`src/rtl/skid_pipe_stage_pkg.sv`:
```
// rtl/skid_pipe_stage_pkg.sv - shared state encodings and default widths for the skid pipeline stage
//
// Purpose: state type for the two-entry elastic stage, default parameter
// values, and a helper that maps a state onto the occupancy it represents.
// Ports: none (package).

package skid_pipe_stage_pkg;

    typedef enum logic [1:0] {
        SKID_EMPTY = 2'd0,
        SKID_ONE   = 2'd1,
        SKID_FULL  = 2'd2
    } skid_state_e;

    localparam int DEFAULT_WIDTH       = 32;
    localparam int DEFAULT_STALL_CNT_W = 16;

    // Number of beats held for a given state; the unused encoding reads as
    // empty so the debug view never reports a phantom beat.
    function automatic logic [1:0] state_occupancy(input skid_state_e s);
        logic [1:0] occ;
        occ = 2'd0;
        case (s)
            SKID_ONE:  occ = 2'd1;
            SKID_FULL: occ = 2'd2;
            default:   occ = 2'd0;
        endcase
        return occ;
    endfunction

endpackage

```
`src/rtl/skid_pipe_stage_en_dff.sv`:
```
// rtl/skid_pipe_stage_en_dff.sv - single enabled flop cell with async active-high reset
//
// Purpose: one storage bit that loads d when en is high and holds otherwise.
// Ports:
//   clk - rising-edge clock
//   rst - asynchronous active-high reset, clears q
//   en  - load enable
//   d   - next value
//   q   - stored value

module en_dff (
    input  logic clk,
    input  logic rst,
    input  logic en,
    input  logic d,
    output logic q
);

    always_ff @(posedge clk or posedge rst) begin
        if (rst) begin
            q <= 1'b0;
        end else if (en) begin
            q <= d;
        end
    end

endmodule

```
`src/rtl/skid_pipe_stage_reg_en_vec.sv`:
```
// rtl/skid_pipe_stage_reg_en_vec.sv - WIDTH-bit enabled register bank built from en_dff cells
//
// Purpose: one data slot of the skid stage; all bits share one enable.
// Ports:
//   clk - rising-edge clock
//   rst - asynchronous active-high reset, clears q to 0
//   en  - load enable for the whole bank
//   d   - WIDTH-bit next value
//   q   - WIDTH-bit stored value

module reg_en_vec
    import skid_pipe_stage_pkg::*;
#(
    parameter int WIDTH = DEFAULT_WIDTH
) (
    input  logic             clk,
    input  logic             rst,
    input  logic             en,
    input  logic [WIDTH-1:0] d,
    output logic [WIDTH-1:0] q
);

    for (genvar i = 0; i < WIDTH; i++) begin : g_bit
        en_dff u_bit (
            .clk (clk),
            .rst (rst),
            .en  (en),
            .d   (d[i]),
            .q   (q[i])
        );
    end

endmodule

```
`src/rtl/skid_pipe_stage.sv`:
```
// rtl/skid_pipe_stage.sv - two-entry elastic pipeline register with registered ready
//
// Purpose: main + skid slot between two valid/ready interfaces. in_ready is a
// pure decode of the state register, so backpressure never propagates
// combinationally from out_ready to in_ready. Also exports occupancy and a
// saturating count of downstream stall cycles for debug.
// Ports:
//   clk       - rising-edge clock
//   rst       - asynchronous active-high reset
//   flush     - synchronous discard of all held beats
//   in_valid  - upstream beat valid
//   in_data   - upstream payload
//   in_ready  - stage can accept (from state only)
//   out_valid - downstream beat valid
//   out_data  - downstream payload, always the main slot
//   out_ready - downstream accepts
//   occupancy - beats held (0..2)
//   stall_cnt - saturating count of cycles with out_valid & !out_ready
//   stall_clr - synchronous clear of stall_cnt (wins over increment)

module skid_pipe_stage
    import skid_pipe_stage_pkg::*;
#(
    parameter int WIDTH       = DEFAULT_WIDTH,
    parameter int STALL_CNT_W = DEFAULT_STALL_CNT_W
) (
    input  logic                   clk,
    input  logic                   rst,
    input  logic                   flush,
    input  logic                   in_valid,
    input  logic [WIDTH-1:0]       in_data,
    output logic                   in_ready,
    output logic                   out_valid,
    output logic [WIDTH-1:0]       out_data,
    input  logic                   out_ready,
    output logic [1:0]             occupancy,
    output logic [STALL_CNT_W-1:0] stall_cnt,
    input  logic                   stall_clr
);

    skid_state_e state_q;
    skid_state_e state_d;

    logic             accept;
    logic             send;
    logic             main_en;
    logic             skid_en;
    logic [WIDTH-1:0] main_d;
    logic [WIDTH-1:0] main_q;
    logic [WIDTH-1:0] skid_q;

    // Outputs are decodes of the state register only.
    assign out_valid = (state_q != SKID_EMPTY);
    assign in_ready  = (state_q != SKID_FULL);
    assign occupancy = state_occupancy(state_q);
    assign out_data  = main_q;

    assign accept = in_valid & in_ready;
    assign send   = out_valid & out_ready;

    always_ff @(posedge clk or posedge rst) begin
        if (rst) begin
            state_q <= SKID_EMPTY;
        end else begin
            state_q <= state_d;
        end
    end

    always_comb begin
        state_d = state_q;
        main_en = 1'b0;
        skid_en = 1'b0;
        main_d  = in_data;
        case (state_q)
            SKID_EMPTY: begin
                if (accept) begin
                    main_en = 1'b1;
                    state_d = SKID_ONE;
                end
            end
            SKID_ONE: begin
                if (accept && send) begin
                    main_en = 1'b1;
                end else if (accept) begin
                    skid_en = 1'b1;
                    state_d = SKID_FULL;
                end else if (send) begin
                    // Main keeps its stale value; out_valid masks it.
                    state_d = SKID_EMPTY;
                end
            end
            SKID_FULL: begin
                main_d = skid_q;
                if (send) begin
                    main_en = 1'b1;
                    state_d = SKID_ONE;
                end
            end
            default: begin
                state_d = SKID_EMPTY;
            end
        endcase
        // Flush drops every held beat but leaves the data flops untouched.
        if (flush) begin
            state_d = SKID_EMPTY;
            main_en = 1'b0;
            skid_en = 1'b0;
        end
    end

    reg_en_vec #(
        .WIDTH (WIDTH)
    ) u_main (
        .clk (clk),
        .rst (rst),
        .en  (main_en),
        .d   (main_d),
        .q   (main_q)
    );

    reg_en_vec #(
        .WIDTH (WIDTH)
    ) u_skid (
        .clk (clk),
        .rst (rst),
        .en  (skid_en),
        .d   (in_data),
        .q   (skid_q)
    );

    always_ff @(posedge clk or posedge rst) begin
        if (rst) begin
            stall_cnt <= '0;
        end else if (stall_clr) begin
            stall_cnt <= '0;
        end else if (out_valid && !out_ready && (stall_cnt != {STALL_CNT_W{1'b1}})) begin
            stall_cnt <= stall_cnt + 1'b1;
        end
    end

endmodule

```
`config.mk`:
```
export PLATFORM = sky130hd
export DESIGN_NAME = skid_pipe_stage
export DESIGN_NICKNAME = d
export VERILOG_FILES = /design/src/rtl/skid_pipe_stage_pkg.sv /design/src/rtl/skid_pipe_stage_en_dff.sv /design/src/rtl/skid_pipe_stage_reg_en_vec.sv /design/src/rtl/skid_pipe_stage.sv
export SDC_FILE = /design/constraint.sdc
export NUM_CORES = 1
export LEC_CHECK = 0
export CAP_MARGIN = 40
export CORE_ASPECT_RATIO = 0.7
export CORE_UTILIZATION = 52
export CTS_BUF_LIST = sky130_fd_sc_hd__clkbuf_4
export CTS_CLUSTER_DIAMETER = 120
export DETAILED_ROUTE_END_ITERATION = 10
export PLACE_DENSITY = 0.84
export SYNTH_ARGS = -nofsm -noshare
export SYNTH_HDL_FRONTEND = slang
export SYNTH_SLANG_ARGS = --single-unit
```
`constraint.sdc`:
```
create_clock -name clk -period 3 [get_ports clk]
set_input_delay 0.45 -clock clk [delete_from_list [all_inputs] [get_ports clk]]
set_output_delay 0.45 -clock clk [all_outputs]
set_load 0.1 [all_outputs]
```
==> results.py <==
metrics = {
    "worst_setup_path": {
        "crit_path_end_kind": "primary output",
        "cp.arrival_ns": 1.96,
        "critPathMaxFanout": 18,
        "cp_num_cells": 3,
        "slowest_stage": "dfrtp_1",
        "required_ns": 2.55,
        "path_buf_inv": 2,
        "reg2reg_depth": 4,
        "crit_path_start_kind": "register",
        "cpLargestDelayFamily": "flip-flops",
        "criticalPathCategory": "reg2out",
        "crit_path_cell_trace": "nand2b_2 -> buf_4 -> buf_12",
        "max_stage_delay_ns": 0.55,
    },
    "finish": {
        "syn_to_final_growth_pct": 20.2,
        "nets": 420,
        "multiInputGateArea_um2": 1690,
        "fin_util": 0.656,
        "post-route-cell-area_um2": 4870,
        "seqCellArea_um2": 2050,
        "layout-drive-gt1-share": 0.472,
        "nFillCells": 554,
        "n_antenna_cell": 0,
    },
    "synthesis": {
        "synth_common_cells": "97 x mux2_2, 82 x dfrtp_1, 34 x buf_4",
        "syn_nets": 362,
        "ys.flop_type": "dfrtp_1",
        "synth_top_area_frac": 0.507,
        "synth.area.top_cells": "dfrtp_1 51%, mux2_2 27%, buf_4 6.3%",
        "synth.distinct_cells": 37,
        "yosys.area.top_type": "dfrtp_1",
        "async_flop_share": 1.00,
        "synth_area_per_cell_um2": 12.5,
        "yosysMostFrequentCell": "mux2_2",
        "ys_seq_elements": 82,
        "synth_cells": 323,
        "synthesis.area_um2": 4050,
        "ys_warn_count": 0,
        "yosysSeqAreaShare": 0.507,
        "synth-edff-count": 0,
    },
    "power": {
        "power_frac_clock": 0.194,
        "pwr-share-seq": 0.429,
        "switching_share": 0.414,
        "p_int_w": 0.00195,
        "ir_drop_mv": 0.342,
        "p_leak_nw": 2.11,
        "p_sw_w": 0.00138,
        "power.density_nw_per_um2": 683,
        "combPwrFrac": 0.376,
    },
    "clock_network": {
        "cts.sinks": 82,
        "clk_pin_slew_ns": 0.14,
        "clkLatencyLatePin_ns": 0.42,
        "cts_root_buf": "clkbuf_4",
        "h-tree-depth": 3,
        "ctsHoldBuffers": 0,
        "cts_setup_buffers": 0,
        "cts_resized": 0,
        "cts_buffer_depth": 2,
        "cts_buffers": 9,
        "cts_tree": "built",
    },
    "placed_design": {
        "dp_hpwl_um": 5340,
        "gp_congestion": 0.873,
        "port_buffers": 89,
        "dpl_cell_area_um2": 4720,
    },
    "die": {
        "top_level_ports": 90,
        "die_area_um2": 8150,
        "rows": 26,
        "die_x_um": 107,
        "core-area_um2": 7420,
        "start_util": 0.546,
        "dieHeight_um": 75.8,
    },
    "global_route": {
        "antenna_found_initial": 0,
        "grt_max_degree": 48,
        "grt_pass1_vias": 2496,
        "grt_use_total": 0.195,
        "grt_first_pass_wirelength_um": 12000,
        "grt_remaining_overflow": 0,
    },
    "sta": {
        "final_hold_viol_count": 0,
        "slew_headroom": 0.540,
        "slew_violations": 0,
        "fin_crit_ns": 2.41,
        "rsz0062_at_grt": "false",
        "finalCritPeriodShare": 0.802,
        "fin_setup_tns_ns": 0,
        "tightest_slew_ns": 0.684,
        "whs_ns": 0.413,
        "max_clock_freq_ghz": 0.416,
        "setup-violations-final": 0,
        "skew_ns": 0.0159,
    },
    "drt": {
        "postRouteAntennaNets": 0,
        "vias": 2644,
        "drc_errors": 0,
        "first_pass_iters": 4,
        "drt_wl_total_um": 7610,
        "wl_per_cell_um": 15.7,
        "drt_iter0_drc": 138,
        "vias_per_cell": 5.46,
    },
    "run_status": {
        "outcome": "finished, final reports clean",
    },
    "min_path": {
        "hold_path.class": "in2async",
    },
    "job": {
        "max-cap-violations": 0,
    },
}
## through the flow
stage	setup slack [ns]	instances	total power, W
after global routing	0.472	484	0.00348
after CTS	0.552	484	0.00336
after detailed placement	0.548	468	0.00271
final	0.594	484	0.00333
after global placement	0.582	468	0.00267
after floorplan	0.359	323	0.00255
## layout by cell type, fill, tap and decap left out, types with 3 or more instances in the layout
cell,Yosys,final
nand3_1,5,4
clkbuf_4,0,9
nor4_1,3,3
or4_1,3,3
or3_1,8,8
nor2b_1,3,3
nand4_1,4,4
nand2b_1,4,3
buf_4,34,54
mux2_2,97,97
mux2i_1,3,3
dfrtp_1,82,82
nand2_1,8,8
nor2_1,10,10
buf_12,0,3
nor3_1,4,4
clkinv_4,0,3
a21oi_1,12,12
o21ai_0,6,6
o31ai_1,4,4
clkdlybuf4s50_1,0,37
## power groups by stage
stage | clock network [W] | registers (W) | logic [W]
after floorplan | 0 | 0.00142 | 0.00112
after global placement | 0 | 0.00143 | 0.00124
after detailed placement | 0 | 0.00145 | 0.00126
after CTS | 0.000672 | 0.00143 | 0.00126
after global routing | 0.000718 | 0.00146 | 0.00130
final | 0.000646 | 0.00143 | 0.00125
## layer usage
| metal | track usage | wire length [um] | vias up | part of all wire |
|---|---|---|---|---|
| met1 | 0.265 | 3660 | 1298 | 0.48 |
| li1 | - | - | 1244 | - |
| met5 | 0 | 0 | - | 0 |
| met4 | 0.0548 | 53 | 0 | 0.0070 |
| met3 | 0.0462 | 422 | 8 | 0.055 |
| met2 | 0.318 | 3470 | 94 | 0.46 |
## flip-flops by register name, summed over array words and instances, names as in the netlist
signal,flops
u_skid.g_bit.u_bit.q,32
stall_cnt,16
u_main.g_bit.u_bit.q,32
state_q,2
## path summary, 6_finish.rpt
path | startpoint | to | slack [ns]
max in group asynchronous | rst | u_skid.g_bit[5].u_bit.q | 1.93
min reg2reg | u_skid.g_bit[5].u_bit.q | u_skid.g_bit[5].u_bit.q | 0.51
max | state_q[0] | in_ready | 0.59
max reg2reg | state_q[0] | u_main.g_bit[27].u_bit.q | 0.88
min in group clk | u_skid.g_bit[5].u_bit.q | u_skid.g_bit[5].u_bit.q | 0.51
min | rst | u_main.g_bit[19].u_bit.q | 0.41
## final cells by class
cell class	instances	area share
clock buffers	9	0.0139
clock inverters	7	0.0159
inverters	3	0.00334
multi-input cells	191	0.348
flip-flops and latches	82	0.422
well taps	98	0.0252
repair buffers	94	0.172
## cell families (layout without fill, tap and decap cells)
| family | count (synthesis) | count (layout) | synth area share |
|---|---|---|---|
| multiplexers | 100 | 100 | 0.277 |
| AO/OA/AOI/OAI | 31 | 31 | 0.0498 |
| flip-flops | 82 | 82 | 0.507 |
| adder cells (fa/ha/maj) | 1 | 1 | 0.00309 |
| buffers and inverters | 50 | 113 | 0.0794 |
| AND/OR/NAND/NOR | 59 | 59 | 0.0837 |
No activity file was read; power rests on OpenSTA's default activity.
